<file path="config.mk">
export PLATFORM = sky130hd
export DESIGN_NAME = muldiv_unit
export DESIGN_NICKNAME = d
export VERILOG_FILES = /design/src/rtl/muldiv_pkg.sv /design/src/rtl/muldiv_datapath.sv /design/src/rtl/muldiv_unit.sv
export SDC_FILE = /design/constraint.sdc
export NUM_CORES = 1
export LEC_CHECK = 0
export BUFFER_PORTS_ARGS = -buffer_cell sky130_fd_sc_hd__buf_2
export CAP_MARGIN = 30
export CORE_MARGIN = 2
export CORE_UTILIZATION = 60
export CTS_BUF_LIST = sky130_fd_sc_hd__clkbuf_4 sky130_fd_sc_hd__clkbuf_8 sky130_fd_sc_hd__clkbuf_16
export CTS_CLUSTER_SIZE = 20
export DETAILED_ROUTE_END_ITERATION = 12
export GPL_TIMING_DRIVEN = 0
export PLACE_DENSITY = 0.88
export SLEW_MARGIN = 0
export SYNTH_ARGS = -nofsm -noshare
export SYNTH_HDL_FRONTEND = slang
export SYNTH_SLANG_ARGS = --single-unit
</file>
<file path="constraint.sdc">
create_clock -name clk -period 3.65 [get_ports clk]
set_input_delay 0.365 -clock clk [delete_from_list [all_inputs] [get_ports clk]]
set_output_delay 0.365 -clock clk [all_outputs]
set_load 0.01 [all_outputs]
</file>
<file path="src/rtl/muldiv_pkg.sv">
// muldiv_pkg: shared constants for the multiply/divide unit.
//   DEFAULT_WIDTH : default operand/register width
//   op_e          : operation codes presented on muldiv_unit.op
//   state_e       : control FSM state encoding
package muldiv_pkg;

  localparam int unsigned DEFAULT_WIDTH = 32;

  typedef enum logic [2:0] {
    OP_MULT  = 3'd0,
    OP_MULTU = 3'd1,
    OP_DIV   = 3'd2,
    OP_DIVU  = 3'd3,
    OP_MTHI  = 3'd4,
    OP_MTLO  = 3'd5
  } op_e;

  typedef enum logic [1:0] {
    ST_IDLE = 2'd0,
    ST_RUN  = 2'd1,
    ST_DONE = 2'd2
  } state_e;

endpackage

</file>
<file path="src/rtl/muldiv_datapath.sv">
// muldiv_datapath: iterative unsigned shift-add multiplier / restoring divider.
// Works purely on magnitudes; sign handling lives in muldiv_unit.
// Build option: MULDIV_DIVIDE_EN compiles in the divide step and the isDiv port.
// Ports:
//   clk, reset        clock, asynchronous active-low reset
//   load              capture magA/magB and clear the accumulator
//   step              perform one bit iteration
//   isDiv             iterate as divider instead of multiplier (divide builds only)
//   magA, magB        unsigned operand magnitudes (multiplier/dividend, multiplicand/divisor)
//   acc, mq           multiply: {acc,mq} = product; divide: acc = remainder, mq = quotient
module muldiv_datapath
  import muldiv_pkg::*;
#(
  parameter int unsigned WIDTH = DEFAULT_WIDTH
) (
  input  logic             clk,
  input  logic             reset,
  input  logic             load,
  input  logic             step,
`ifdef MULDIV_DIVIDE_EN
  input  logic             isDiv,
`endif
  input  logic [WIDTH-1:0] magA,
  input  logic [WIDTH-1:0] magB,
  output logic [WIDTH-1:0] acc,
  output logic [WIDTH-1:0] mq
);

  logic [WIDTH-1:0] mcand;
  logic [WIDTH:0]   addSum;

  // Multiply step: conditionally add multiplicand, then shift {sum,mq} right by one.
  assign addSum = {1'b0, acc} + (mq[0] ? {1'b0, mcand} : '0);

`ifdef MULDIV_DIVIDE_EN
  logic [WIDTH:0] remShift;
  logic [WIDTH:0] remDiff;

  // Divide step: shift next dividend bit into the remainder and trial-subtract.
  // remDiff[WIDTH] set means the subtraction borrowed (restore).
  assign remShift = {acc, mq[WIDTH-1]};
  assign remDiff  = remShift - {1'b0, mcand};
`endif

  always_ff @(posedge clk or negedge reset) begin
    if (!reset) begin
      acc   <= '0;
      mq    <= '0;
      mcand <= '0;
    end else if (load) begin
      acc   <= '0;
      mq    <= magA;
      mcand <= magB;
    end else if (step) begin
`ifdef MULDIV_DIVIDE_EN
      if (isDiv) begin
        if (!remDiff[WIDTH]) begin
          acc <= remDiff[WIDTH-1:0];
          mq  <= {mq[WIDTH-2:0], 1'b1};
        end else begin
          acc <= remShift[WIDTH-1:0];
          mq  <= {mq[WIDTH-2:0], 1'b0};
        end
      end else
`endif
      begin
        acc <= addSum[WIDTH:1];
        mq  <= {addSum[0], mq[WIDTH-1:1]};
      end
    end
  end

endmodule

</file>
<file path="src/rtl/muldiv_unit.sv">
// muldiv_unit: MIPS-style HI/LO multiply/divide unit with an IDLE/RUN/DONE FSM.
// Build option: MULDIV_DIVIDE_EN enables DIV/DIVU; otherwise they are invalid ops.
// Ports:
//   clk, reset   clock, asynchronous active-low reset
//   start        request an operation (ignored while busy)
//   op           operation code (muldiv_pkg::op_e)
//   opA, opB     operands from the register file read ports
//   busy         unit occupied (RUN and DONE)
//   done         one-cycle pulse when hi/lo receive a mul/div result
//   hi, lo       HI/LO result registers
module muldiv_unit
  import muldiv_pkg::*;
#(
  parameter int unsigned WIDTH = DEFAULT_WIDTH
) (
  input  logic             clk,
  input  logic             reset,
  input  logic             start,
  input  logic [2:0]       op,
  input  logic [WIDTH-1:0] opA,
  input  logic [WIDTH-1:0] opB,
  output logic             busy,
  output logic             done,
  output logic [WIDTH-1:0] hi,
  output logic [WIDTH-1:0] lo
);

  localparam int unsigned CW = $clog2(WIDTH + 1);

  state_e             state;
  logic [CW-1:0]      count;
  logic               negRes;
  logic               opSigned;
  logic               acceptOp;
  logic               load;
  logic               step;
  logic [WIDTH-1:0]   magA;
  logic [WIDTH-1:0]   magB;
  logic [WIDTH-1:0]   acc;
  logic [WIDTH-1:0]   mq;
  logic [WIDTH-1:0]   hiNext;
  logic [WIDTH-1:0]   loNext;
  logic [2*WIDTH-1:0] prodMag;
  logic [2*WIDTH-1:0] prodRes;
`ifdef MULDIV_DIVIDE_EN
  logic               opIsDiv;
  logic               isDivReg;
  logic               negRem;
  logic               divZero;
`endif

  // Decode the requested op and form operand magnitudes for the datapath.
  always_comb begin
    opSigned = (op == OP_MULT);
    acceptOp = (op == OP_MULT) || (op == OP_MULTU);
`ifdef MULDIV_DIVIDE_EN
    opIsDiv  = (op == OP_DIV) || (op == OP_DIVU);
    opSigned = opSigned || (op == OP_DIV);
    acceptOp = acceptOp || opIsDiv;
`endif
    magA = (opSigned && opA[WIDTH-1]) ? -opA : opA;
    magB = (opSigned && opB[WIDTH-1]) ? -opB : opB;
  end

  assign load = (state == ST_IDLE) && start && acceptOp;
  assign step = (state == ST_RUN) && (count != '0);

  muldiv_datapath #(.WIDTH(WIDTH)) uDatapath (
    .clk   (clk),
    .reset (reset),
    .load  (load),
    .step  (step),
`ifdef MULDIV_DIVIDE_EN
    .isDiv (isDivReg),
`endif
    .magA  (magA),
    .magB  (magB),
    .acc   (acc),
    .mq    (mq)
  );

  // Apply result signs; divide-by-zero forces an all-ones quotient while the
  // remainder path already reproduces the dividend.
  always_comb begin
    prodMag = {acc, mq};
    prodRes = negRes ? -prodMag : prodMag;
    hiNext  = prodRes[2*WIDTH-1:WIDTH];
    loNext  = prodRes[WIDTH-1:0];
`ifdef MULDIV_DIVIDE_EN
    if (isDivReg) begin
      loNext = divZero ? '1 : (negRes ? -mq : mq);
      hiNext = negRem ? -acc : acc;
    end
`endif
  end

  // Control FSM, iteration counter and HI/LO registers.
  always_ff @(posedge clk or negedge reset) begin
    if (!reset) begin
      state    <= ST_IDLE;
      count    <= '0;
      busy     <= 1'b0;
      done     <= 1'b0;
      hi       <= '0;
      lo       <= '0;
      negRes   <= 1'b0;
`ifdef MULDIV_DIVIDE_EN
      isDivReg <= 1'b0;
      negRem   <= 1'b0;
      divZero  <= 1'b0;
`endif
    end else begin
      case (state)
        ST_IDLE: begin
          done <= 1'b0;
          if (start) begin
            if (acceptOp) begin
              state    <= ST_RUN;
              count    <= CW'(WIDTH);
              busy     <= 1'b1;
              negRes   <= opSigned && (opA[WIDTH-1] ^ opB[WIDTH-1]);
`ifdef MULDIV_DIVIDE_EN
              isDivReg <= opIsDiv;
              negRem   <= opSigned && opA[WIDTH-1];
              divZero  <= (opB == '0);
`endif
            end else if (op == OP_MTHI) begin
              hi <= opA;
            end else if (op == OP_MTLO) begin
              lo <= opA;
            end
          end
        end
        ST_RUN: begin
          if (count == '0) begin
            state <= ST_DONE;
            done  <= 1'b1;
            hi    <= hiNext;
            lo    <= loNext;
          end else begin
            count <= count - CW'(1);
          end
        end
        ST_DONE: begin
          state <= ST_IDLE;
          busy  <= 1'b0;
          done  <= 1'b0;
        end
        default: begin
          state <= ST_IDLE;
          busy  <= 1'b0;
          done  <= 1'b0;
        end
      endcase
    end
  end

endmodule

</file>
==> results by group, run 1 <==
Status
  • Status: completed

Clocking
  • CTS tree: done
  • TritonCTS buffer count: 17
  • # H-tree levels: 4
  • Clock Path Buffers: 2
  • # clock sinks: 171
  • Worst skew pair latency: 0.45 ns
  • Root buffer cell: clkbuf_16
  • Worst-path clk slew: 0.07 ns

Critical path
  • Critical path capture point type: register
  • CP Max Fanout: 10
  • Reg2reg setup slack: 0.17 ns
  • CP startpoint: uDatapath.mq[0]
  • Arr. time, crit path: 3.80 ns
  • Critical Path RT: 3.97 ns
  • RR Startpoint: uDatapath.mq[0]
  • CP Launch Type: register
  • R2R cell count: 11
  • Crit path to: uDatapath.acc[31]
  • Worst reg2reg path endpoint: uDatapath.acc[31]
  • Critical path class: register to register

Detailed routing
  • DRT Wirelength: 38470 um
  • Drt pass-1 iters: 6
  • DRC: 0
  • Vias per cell: 6.490
  • Average routed wire per standard cell: 21.33 um
  • Vias: 11701
  • Final ANT Viol Nets: 0
  • 1st-iter DRT viols: 1240

Yosys
  • Post-Synthesis Cells: 1374
  • Post-synth design cell area: 0.01160 mm2
  • Post-synth top flop: dfrtp_1
  • Ys async rst share: 100.0%
  • Post-synth cell types: 70
  • Count of state elements after synthesis: 171
  • Syn nets: 1482
  • Register area share after synthesis: 36.87%
  • YS warnings: 0
  • Number of flops mapped to enable cells by yosys: 0
  • Synthesized area per cell: 8.446 um2

Finish
  • Layout cells sized above 1: 12.77%
  • Area growth from synthesis to layout: 13.93%
  • Layout Cells excl Fill: 1803
  • Nets: 1638
  • Antenna Cells: 0
  • Fill count: 1557

Die
  • Die W: 143.1 um
  • # rows: 50
  • Starting Density: 61.63%
  • Placeable Area: 0.01883 mm2
  • Chip Height: 143.1 um
  • DIE AREA: 0.02047 mm2
  • Num ports: 136

Power
  • P_sw: 4.894 mW
  • Int Pwr: 5.480 mW
  • Pwr per Cell Area: 784.6 mW/mm2
  • Switching share of power: 47.17%
  • Clock power share: 16.6%
  • Max VDD drop: 465.5 uV
  • Sequential Power Share: 35.1%
  • Logic gate share of total power: 48.3%
  • Static Leak: 5.551 nW

GRT
  • Remaining global-route overflow: 0
  • Total GRT Usage: 38.42%
  • First-pass GRT wire length: 60250 um
  • Number of global-route vias before repair: 11556
  • Pin count of the biggest net entering global routing: 119
  • Initial antenna violation count: 0

Placed design
  • Dpl hpwl: 28970 um
  • IO Port Bufs: 134
  • Inst Count DP: 1771
  • GP Congestion: 0.9892

Timing
  • Worst clock skew: 0.01049 ns
  • Final Hold Fails: 0
  • RSZ-0062 raised after global routing: false
  • Worst hold slack: 0.2067 ns
  • Fmax: 0.2872 GHz
  • Final max-slew violation count: 0
  • Final setup fails: 0
  • Tightest Pin Transition: 0.9618 ns
  • Minimum clock period: 3.482 ns
  • Final Cycle Share: 95.40%
  • Headroom to the max-slew limit: 35.64%

Worst hold path
  • Hold depth: 3
  • Worst min-delay path category: input port to register

Job
  • Max Cap Viol: 0
cell usage after synthesis, types with 3 or more instances:
cell | number | share of area [%]
dfrtp_1 | 171 | 37
nand2_1 | 159 | 5.1
o21ai_0 | 134 | 5.8
nor2_1 | 112 | 3.6
clkbuf_1 | 81 | 2.6
xor2_1 | 77 | 5.8
a21oi_1 | 68 | 2.9
xnor2_1 | 62 | 4.7
o31ai_1 | 53 | 3.4
nand3_1 | 47 | 2.0
ha_1 | 37 | 4.0
and2_1 | 34 | 1.8
inv_1 | 27 | 0.87
a22oi_1 | 24 | 1.6
nor3_1 | 23 | 0.99
or4_1 | 21 | 1.4
or3_1 | 19 | 1.0
o41ai_1 | 17 | 1.3
a21o_1 | 16 | 1.0
o221ai_1 | 15 | 1.1
a221oi_1 | 14 | 1.1
nand4_1 | 13 | 0.70
nand2b_1 | 12 | 0.65
a31oi_1 | 11 | 0.59
a211oi_1 | 10 | 0.65
nor4_1 | 10 | 0.54
a222oi_1 | 9 | 0.78
and3_1 | 9 | 0.49
o211ai_1 | 7 | 0.45
mux2i_1 | 6 | 0.52
o21bai_1 | 6 | 0.39
o21a_1 | 5 | 0.32
o22ai_1 | 5 | 0.27
buf_1 | 4 | 0.13
nand3b_1 | 4 | 0.26
or2_2 | 4 | 0.22
a211o_1 | 3 | 0.23
a21boi_0 | 3 | 0.19
nor2b_1 | 3 | 0.16
o2111ai_1 | 3 | 0.23
layer usage:
metal	vias to the layer above	global-route usage, %	routed length (um)	part of all wire (%)
met5	-	0	0	0
met3	181	8.853	3932	10
met2	731	62.55	17740	46
li1	5323	-	-	-
met4	0	23.40	2431	6.3
met1	5466	46.30	14360	37
cell usage in the layout (no fill, tap or decap), types with 10 or more instances in the layout:
cell type	synthesis	routed
dfrtp_1	171	170
a22oi_1	24	24
clkbuf_1	81	79
a21o_1	16	16
o41ai_1	17	17
nor2_1	112	112
nand2_1	159	159
a221oi_1	14	13
nand2b_1	12	12
or3_1	19	19
inv_1	27	27
a31oi_1	11	11
o31ai_1	53	53
clkbuf_16	0	17
a21oi_1	68	68
nor3_1	23	23
o21ai_0	134	134
or4_1	21	21
buf_2	2	136
and2_1	34	34
xnor2_1	62	62
o221ai_1	15	15
nor4_1	10	10
nand4_1	13	13
nand3_1	47	47
ha_1	37	37
xor2_1	77	77
power by group through the flow:
stage          registers (mW)  clock network (mW)  logic (mW)
2_1_floorplan            3.52                   0        3.16
3_3_place_gp             3.57                   0        4.75
3_5_place_dp             3.60                   0        4.88
4_1_cts                  3.59                1.71        4.91
5_1_grt                  3.73                1.79        5.54
6_report                 3.64                1.72        5.01
critical path: stages, from the launching register on:
cell      delay [ns]
dfrtp_2         0.51
clkbuf_1        0.24
and2_1          0.22
ha_1            0.23
fa_1            0.41
a21o_1          0.23
a221o_1         0.34
a211oi_2        0.35
a22oi_1         0.22
o21ai_0         0.35
a211o_1         0.18
a31oi_1         0.08
cell families (layout without fill, tap and decap cells):
| group | Yosys count | in the layout | synth area share (%) |
|---|---|---|---|
| multiplexers | 7 | 7 | 0.6146 |
| adder cells (fa/ha/maj) | 38 | 38 | 4.162 |
| flip-flops | 171 | 171 | 36.87 |
| AO/OA/AOI/OAI | 419 | 419 | 23.75 |
| XOR/XNOR | 139 | 139 | 10.49 |
| buffers and inverters | 115 | 284 | 3.806 |
| AND/OR/NAND/NOR | 485 | 485 | 20.30 |
flip-flops by register name, indices dropped and copies added, names as in the netlist:
signal and flops:
busy 1, count 6, uDatapath.acc 32, negRes 1, uDatapath.mq 32, state 2
lo 32, uDatapath.mcand 32, done 1, hi 32
area by class of cell:
class / count / area (um2) / area share, %
multi-input cells: 1088 / 6902 / 52.20
flip-flops and latches: 171 / 4280 / 32.37
repair buffers: 139 / 734.5 / 5.555
clock buffers: 17 / 425.4 / 3.218
plain buffers: 86 / 332.8 / 2.517
well taps: 260 / 325.3 / 2.460
clock inverters: 15 / 120.1 / 0.9085
inverters: 27 / 101.3 / 0.7665
worst min-delay path by stage:
stage | end | from
floorplan | busy | reset
global placement | uDatapath.mcand[16] | uDatapath.mcand[16]
CTS | uDatapath.mcand[1] | opB[1]
detailed placement | uDatapath.mq[8] | reset
global route | uDatapath.mcand[1] | opB[1]
finish | uDatapath.mcand[1] | opB[1]
timing repair:
item / 4_1_cts / 5_1_grt
setup endpoints to repair: 8 / 14
pin swaps: 0 / 1
hold endpoints to repair: 53 / 0
buffers inserted: 0 / 1
gates resized for setup: 4 / 2
cloned: 0 / 0
hold buffers: 1 / 0
through the flow:
stage	util (%)	total power, mW	setup WS (ns)	setup TNS (ns)	instance area, um2
5_1_grt	70.21	11.06	0.008498	0	13220
2_1_floorplan	-	6.689	0.5865	0	11600
4_1_cts	70.16	10.20	0.008144	0	13210
3_3_place_gp	66.92	8.324	-0.5295	-61.66	12600
6_report	70.21	10.37	0.1679	0	13220
3_5_place_dp	67.16	8.486	-0.2781	-1.141	12650
No activity file was read; power rests on OpenSTA's default activity.
==> inputs of run 2 (changes only) <==
--- a/config.mk
+++ b/config.mk
@@ -5,10 +5,11 @@
 export SDC_FILE = /design/constraint.sdc
 export NUM_CORES = 1
 export LEC_CHECK = 0
+export ABC_AREA = 1
 export BUFFER_PORTS_ARGS = -buffer_cell sky130_fd_sc_hd__buf_2
 export CAP_MARGIN = 30
 export CORE_MARGIN = 2
-export CORE_UTILIZATION = 60
+export CORE_UTILIZATION = 61
 export CTS_BUF_LIST = sky130_fd_sc_hd__clkbuf_4 sky130_fd_sc_hd__clkbuf_8 sky130_fd_sc_hd__clkbuf_16
 export CTS_CLUSTER_SIZE = 20
 export DETAILED_ROUTE_END_ITERATION = 12
==> run 2 against run 1 <==
  * Highest routed layer unchanged
  * Final cell count is 44% higher
  * Largest power group unchanged
  * First-iteration DRC count is 47% higher
  * Total power is 24% higher
  * Critical path depth is 2 higher
==> results by group, run 2 <==
Status
  • Status: completed

Power
  • Int Pwr: 6.040 mW
  • Sequential Power Share: 28.3%
  • Static Leak: 7.948 nW
  • Max VDD drop: 417.8 uV
  • Clock power share: 14.7%
  • Tot Pwr: 12.87 mW
  • Switching share of power: 53.07%
  • Pwr per Cell Area: 845.6 mW/mm2
  • Logic gate share of total power: 56.9%
  • P_sw: 6.831 mW

GRT
  • First-pass GRT wire length: 81140 um
  • Pin count of the biggest net entering global routing: 88
  • Remaining global-route overflow: 0
  • Initial antenna violation count: 0
  • Number of global-route vias before repair: 14724
  • Total GRT Usage: 44.82%

Yosys
  • YS warnings: 0
  • Count leader, synth: nand2_1
  • Count of state elements after synthesis: 171
  • Post-Synthesis Cells: 2141
  • Syn nets: 2249
  • Ranking of synthesized cells by area: dfrtp_1 32%, nand2_1 17%, nor2_1 7.9%
  • Post-synth top area share: 31.61%
  • Post-synth top flop: dfrtp_1
  • Synth top cells by count: 610 x nand2_1, 286 x nor2_1, 274 x inv_1
  • Post-synth cell types: 49
  • Post-synth design cell area: 0.01354 mm2
  • Synthesized area per cell: 6.323 um2
  • Post-synth top area cell: dfrtp_1
  • Register area share after synthesis: 31.61%
  • Number of flops mapped to enable cells by yosys: 0
  • Ys async rst share: 100.0%

Finish
  • Final Instance Area: 0.01522 mm2
  • Commonest cells after routing, fill and taps aside: 610 x nand2_1, 286 x nor2_1, 274 x inv_1, 210 x nand3_1, 171 x dfrtp_1
  • Register Area: 0.004279 mm2
  • Fill count: 1952
  • Multi-input logic area: 0.007894 mm2
  • Area growth from synthesis to layout: 12.45%
  • Most common cell after layout, fill and taps aside: nand2_1
  • Antenna Cells: 0
  • Nets: 2405
  • Layout cells sized above 1: 11.17%

Critical path
  • CP Launch Type: register
  • Critical path capture point type: register
  • Arr. time, crit path: 3.12 ns
  • RR Startpoint: uDatapath.mq[0]
  • Reg2reg setup slack: 0.87 ns
  • Critical path class: register to register
  • R2R cell count: 13
  • CP startpoint: uDatapath.mq[0]
  • CP Max Fanout: 10
  • Critical Path RT: 3.99 ns
  • Worst reg2reg path endpoint: uDatapath.acc[27]
  • Crit path to: uDatapath.acc[27]

Detailed routing
  • DRT Wirelength: 52660 um
  • Drt pass-1 iters: 6
  • Vias per cell: 6.053
  • Average routed wire per standard cell: 20.33 um
  • DRC: 0
  • 1st-iter DRT viols: 1819
  • Vias: 15678
  • Final ANT Viol Nets: 0

Die
  • Num ports: 136
  • # rows: 54
  • Chip Height: 153.0 um
  • Placeable Area: 0.02182 mm2
  • DIE AREA: 0.02340 mm2
  • Die W: 153.0 um
  • Starting Density: 62.03%

Timing
  • Final Hold Fails: 0
  • Final max-slew violation count: 0
  • Setup ws final: 0.8698 ns
  • Final Cycle Share: 76.17%
  • Minimum clock period: 2.780 ns
  • RSZ-0062 raised after global routing: false
  • Final setup fails: 0
  • Tightest Pin Transition: 0.8149 ns
  • Worst clock skew: 0.01776 ns
  • Fmax: 0.3597 GHz
  • Headroom to the max-slew limit: 45.67%

Placed design
  • IO Port Bufs: 135
  • GP Congestion: 1.053
  • DP Worst Slack: 1.003 ns
  • Dpl hpwl: 42200 um
  • Placed Area: 0.01460 mm2

Clocking
  • # clock sinks: 171
  • Worst skew pair latency: 0.46 ns
  • Worst-path clk slew: 0.08 ns
  • # H-tree levels: 4
  • Root buffer cell: clkbuf_16
  • CTS tree: done
  • Clock Path Buffers: 2
  • CTS resizes: 0
  • TritonCTS buffer count: 17

Job
  • Max Cap Viol: 0

Worst hold path
  • Worst min-delay path category: input port to register
[run 2: per-layer routing]
layer / wire (um) / vias up / GRT usage, % / part of all wire, %
met2: 23340 / 1010 / 71.43 / 44
met4: 4479 / 0 / 32.32 / 8.5
met5: 0 / - / 0 / 0
met1: 19620 / 7184 / 54.93 / 37
met3: 5212 / 240 / 7.995 / 9.9
li1: - / 7244 / - / -
[run 2: how the worst min path moves through the flow]
stage,from,to,slack [ns],cells past startpoint
2_1_floorplan,reset,busy,0.07,0
3_3_place_gp,lo[2],lo[2],0.46,2
3_5_place_dp,reset,lo[9],0.41,1
4_1_cts,opB[30],uDatapath.mcand[30],0.21,4
5_1_grt,opB[11],uDatapath.mcand[11],0.24,3
6_report,opB[30],uDatapath.mcand[30],0.20,4
[run 2: power groups by stage]
stage / combinational, mW / clock, mW / sequential [mW]
3_3_place_gp: 6.86 / 0 / 3.58
6_report: 7.33 / 1.90 / 3.65
3_5_place_dp: 7.02 / 0 / 3.62
2_1_floorplan: 4.53 / 0 / 3.52
5_1_grt: 7.96 / 1.97 / 3.72
4_1_cts: 7.10 / 1.89 / 3.59
[run 2: logic make-up (layout without fill, tap and decap cells)]
group                      after synthesis  in the layout  synth area share, %
and+or+nand+nor                       1216           1216                38.31
buffers and inverters                  352            521                10.07
AOI/OAI and AO/OA                      334            334                14.49
DFF                                    171            171                31.61
adders and majority gates               38             38                3.568
xor gates and xnor gates                30             30                1.941
[run 2: repair_timing]
item	CTS	global route
setup endpoints to repair	0	0
hold endpoints to repair	84	0
setup buffers	0	0
hold buffers	1	0
[run 2: metrics by stage]
| stage | setup TNS [ns] | util, % | hold slack (ns) | instances |
|---|---|---|---|---|
| finish | 0 | 69.75 | 0.2028 | 2590 |
| CTS | 0 | 69.75 | 0.2066 | 2590 |
| floorplan | 0 | - | 0.06941 | 2141 |
| detailed placement | 0 | 66.90 | 0.4146 | 2557 |
| global placement | -59.77 | 66.73 | 0.4612 | 2556 |
| global route | 0 | 69.75 | 0.2392 | 2590 |
[run 2: critical path, stage by stage (launching register included)]
cell and delay, ns:
dfrtp_1 0.32, buf_2 0.26, clkbuf_1 0.39, nand2_1 0.11, inv_1 0.19, ha_1 0.31
a21oi_1 0.24, o21ai_0 0.19, nand2_1 0.09, nand2_1 0.07, a21oi_1 0.24, nand3_1 0.10
nand3_1 0.10, nand2_1 0.06
[run 2: final cells by class]
type                            count  area share [%]
Timing Repair Buffer              137           4.751
Buffer                             67           1.923
Clock inverter                     15           1.225
Inverter                          285           7.036
Tap cell                          280           2.301
Clock buffer                       17           2.795
Multi-Input combinational cell   1618           51.86
Sequential cell                   171           28.11
==> inputs of run 3 (changes only) <==
--- a/config.mk
+++ b/config.mk
@@ -9,12 +9,12 @@
 export BUFFER_PORTS_ARGS = -buffer_cell sky130_fd_sc_hd__buf_2
 export CAP_MARGIN = 30
 export CORE_MARGIN = 2
-export CORE_UTILIZATION = 61
+export CORE_UTILIZATION = 55
 export CTS_BUF_LIST = sky130_fd_sc_hd__clkbuf_4 sky130_fd_sc_hd__clkbuf_8 sky130_fd_sc_hd__clkbuf_16
 export CTS_CLUSTER_SIZE = 20
 export DETAILED_ROUTE_END_ITERATION = 12
 export GPL_TIMING_DRIVEN = 0
-export PLACE_DENSITY = 0.88
+export PLACE_DENSITY = 0.84
 export SLEW_MARGIN = 0
 export SYNTH_ARGS = -nofsm -noshare
 export SYNTH_HDL_FRONTEND = slang
==> constraint.sdc (replaced) <==
create_clock -name clk -period 2.4 [get_ports clk]
set_input_delay 0.24 -clock clk [delete_from_list [all_inputs] [get_ports clk]]
set_output_delay 0.24 -clock clk [all_outputs]
set_load 0.01 [all_outputs]
==> run 3 against run 2 <==
  * The run now ends with negative setup slack left
  * Setup slack worse by 0.89 ns
  * Final cell count is 1.9% higher
  * Register-to-register slack worse by 0.89 ns
  * Clock power is 52% higher
  * Critical path depth is 1 higher
  * First-iteration DRC count is 7.9% higher
  * Hold slack worse by 0.14 ns
  * Non-clock buffer count is 4 higher
  * Global-route usage is 2.6 points lower
  * Critical endpoint is now uDatapath.acc[8]
==> results by group, run 3 (synthesis results as in run 2) <==
Status
  • Status: complete, but fails checks
  • Violated checks: negative setup slack

Critical path
  • Crit path to: uDatapath.acc[8]
  • Worst reg2reg path endpoint: uDatapath.acc[8]
  • CP Max Fanout: 10
  • Arr. time, crit path: 2.72 ns
  • R2R cell count: 14
  • Reg2reg setup slack: -0.02 ns
  • CP Launch Type: register
  • Critical Path RT: 2.71 ns
  • Critical path capture point type: register
  • Critical path class: register to register
  • RR Startpoint: uDatapath.mq[0]
  • CP startpoint: uDatapath.mq[0]

Power
  • Static Leak: 8.002 nW
  • Pwr per Cell Area: 1288 mW/mm2
  • Max VDD drop: 791.8 uV

Clocking
  • Worst skew pair latency: 0.46 ns
  • Clock Path Buffers: 2
  • Worst-path clk slew: 0.08 ns
  • CTS tree: done
  • TritonCTS buffer count: 17
  • # H-tree levels: 4
  • # clock sinks: 171
  • Root buffer cell: clkbuf_16

Timing
  • Worst clock skew: 0.02093 ns
  • Tightest Pin Transition: 0.8437 ns
  • Final max-slew violation count: 0
  • Setup ws final: -0.01728 ns
  • Worst hold slack: 0.06129 ns
  • Final setup fails: 1
  • Final Hold Fails: 0
  • Headroom to the max-slew limit: 43.76%
  • Minimum clock period: 2.417 ns
  • Fmax: 0.4137 GHz
  • Final Cycle Share: 100.7%
  • RSZ-0062 raised after global routing: true
  • TNS Setup: -0.01728 ns

Die
  • DIE AREA: 0.02588 mm2
  • Chip Height: 160.9 um
  • Starting Density: 55.83%
  • Placeable Area: 0.02425 mm2
  • # rows: 57
  • Num ports: 136
  • Die W: 160.9 um

Detailed routing
  • Vias: 15762
  • 1st-iter DRT viols: 1963
  • DRC: 0
  • Final ANT Viol Nets: 0
  • Vias per cell: 5.973
  • Average routed wire per standard cell: 21.15 um
  • Drt pass-1 iters: 10
  • DRT Wirelength: 55810 um

Finish
  • Most common cell after layout, fill and taps aside: nand2_1
  • Register Area: 0.004279 mm2
  • Area growth from synthesis to layout: 17.52%
  • Layout cells sized above 1: 16.25%
  • Multi-input logic area: 0.008453 mm2
  • Final Util: 65.61%
  • Commonest cells after routing, fill and taps aside: 580 x nand2_1, 273 x inv_1, 267 x nor2_1, 205 x nand3_1, 171 x dfrtp_1
  • Fill count: 2204
  • Layout Cells excl Fill: 2639
  • Nets: 2409

Placed design
  • DP Worst Slack: -0.3690 ns
  • IO Port Bufs: 135
  • Dpl hpwl: 44130 um
  • GP Congestion: 1.028
  • Inst Count DP: 2601

GRT
  • Pin count of the biggest net entering global routing: 107
  • Remaining global-route overflow: 0
  • First-pass GRT wire length: 83060 um
  • Initial antenna violation count: 2
  • Total GRT Usage: 42.22%
  • Number of global-route vias before repair: 14683

Job
  • Max Cap Viol: 0

Worst hold path
  • Worst min-delay path category: input port to register
run 3: changes by cell type in the layout (fill, tap and decap cells not counted), moves of 19 or more:
cell     change
a21oi_1     -19
ha_1        -24
nand2_1     -30
nand2_2     +23
nor2_1      -19
o21ai_0     -19
run 3: worst max-delay path, cell delays in order, from the launching register on:
cell	delay, ns
dfrtp_1	0.38
buf_6	0.15
buf_4	0.17
nand2_1	0.06
inv_1	0.06
ha_1	0.38
nand2_1	0.13
inv_1	0.09
nand2_1	0.08
nand2_2	0.10
nand2_1	0.06
nand2_1	0.17
a21oi_1	0.12
o21ai_0	0.17
o21ai_0	0.14
run 3: repair_timing:
| action | 4_1_cts | 5_1_grt |
|---|---|---|
| cloned | 0 | 0 |
| hold buffers | 1 | 0 |
| endpoints found under the hold margin | 65 | 0 |
| setup endpoints to repair | 25 | 39 |
| pin swaps | 0 | 15 |
| gates resized for setup | 22 | 136 |
| setup buffers | 0 | 5 |
run 3: worst min-delay path by stage:
stage                       start                   to  slack, ns  cells after the start
after floorplan             reset                 busy      -0.06                      0
after global placement      lo[0]                lo[0]       0.46                      2
after detailed placement    reset      uDatapath.mq[6]       0.21                      1
after CTS                 opB[30]  uDatapath.mcand[30]       0.07                      4
after global routing      opB[30]  uDatapath.mcand[30]       0.08                      4
final                     opB[30]  uDatapath.mcand[30]       0.06                      4
run 3: cell type report:
class	count	area share, %
multi-input cells	1618	53.13
flip-flops and latches	171	26.90
inverters	285	6.732
repair buffers	142	4.782
clock buffers	17	2.674
well taps	324	2.548
plain buffers	66	1.982
clock inverters	15	1.235
diodes	1	0.01573
run 3: metrics by stage:
stage	power, mW	area [um2]
6_report	20.50	15910
5_1_grt	21.75	15910
4_1_cts	19.29	15380
3_5_place_dp	16.26	14660
3_3_place_gp	16.05	14620
2_1_floorplan	12.24	13540
run 3: per-layer routing:
layer	vias to the layer above	global-route usage, %	routed length, um
met5	-	0	0
li1	7239	-	-
met3	225	7.412	5833
met1	7288	53.09	21220
met4	0	26.34	4081
met2	1010	67.66	24680
run 3: power by group:
part	switching (mW)	internal [mW]
Combinational	8.02	3.97
Sequential	1.37	4.24
Clock	1.47	1.42
Total	10.9	9.64
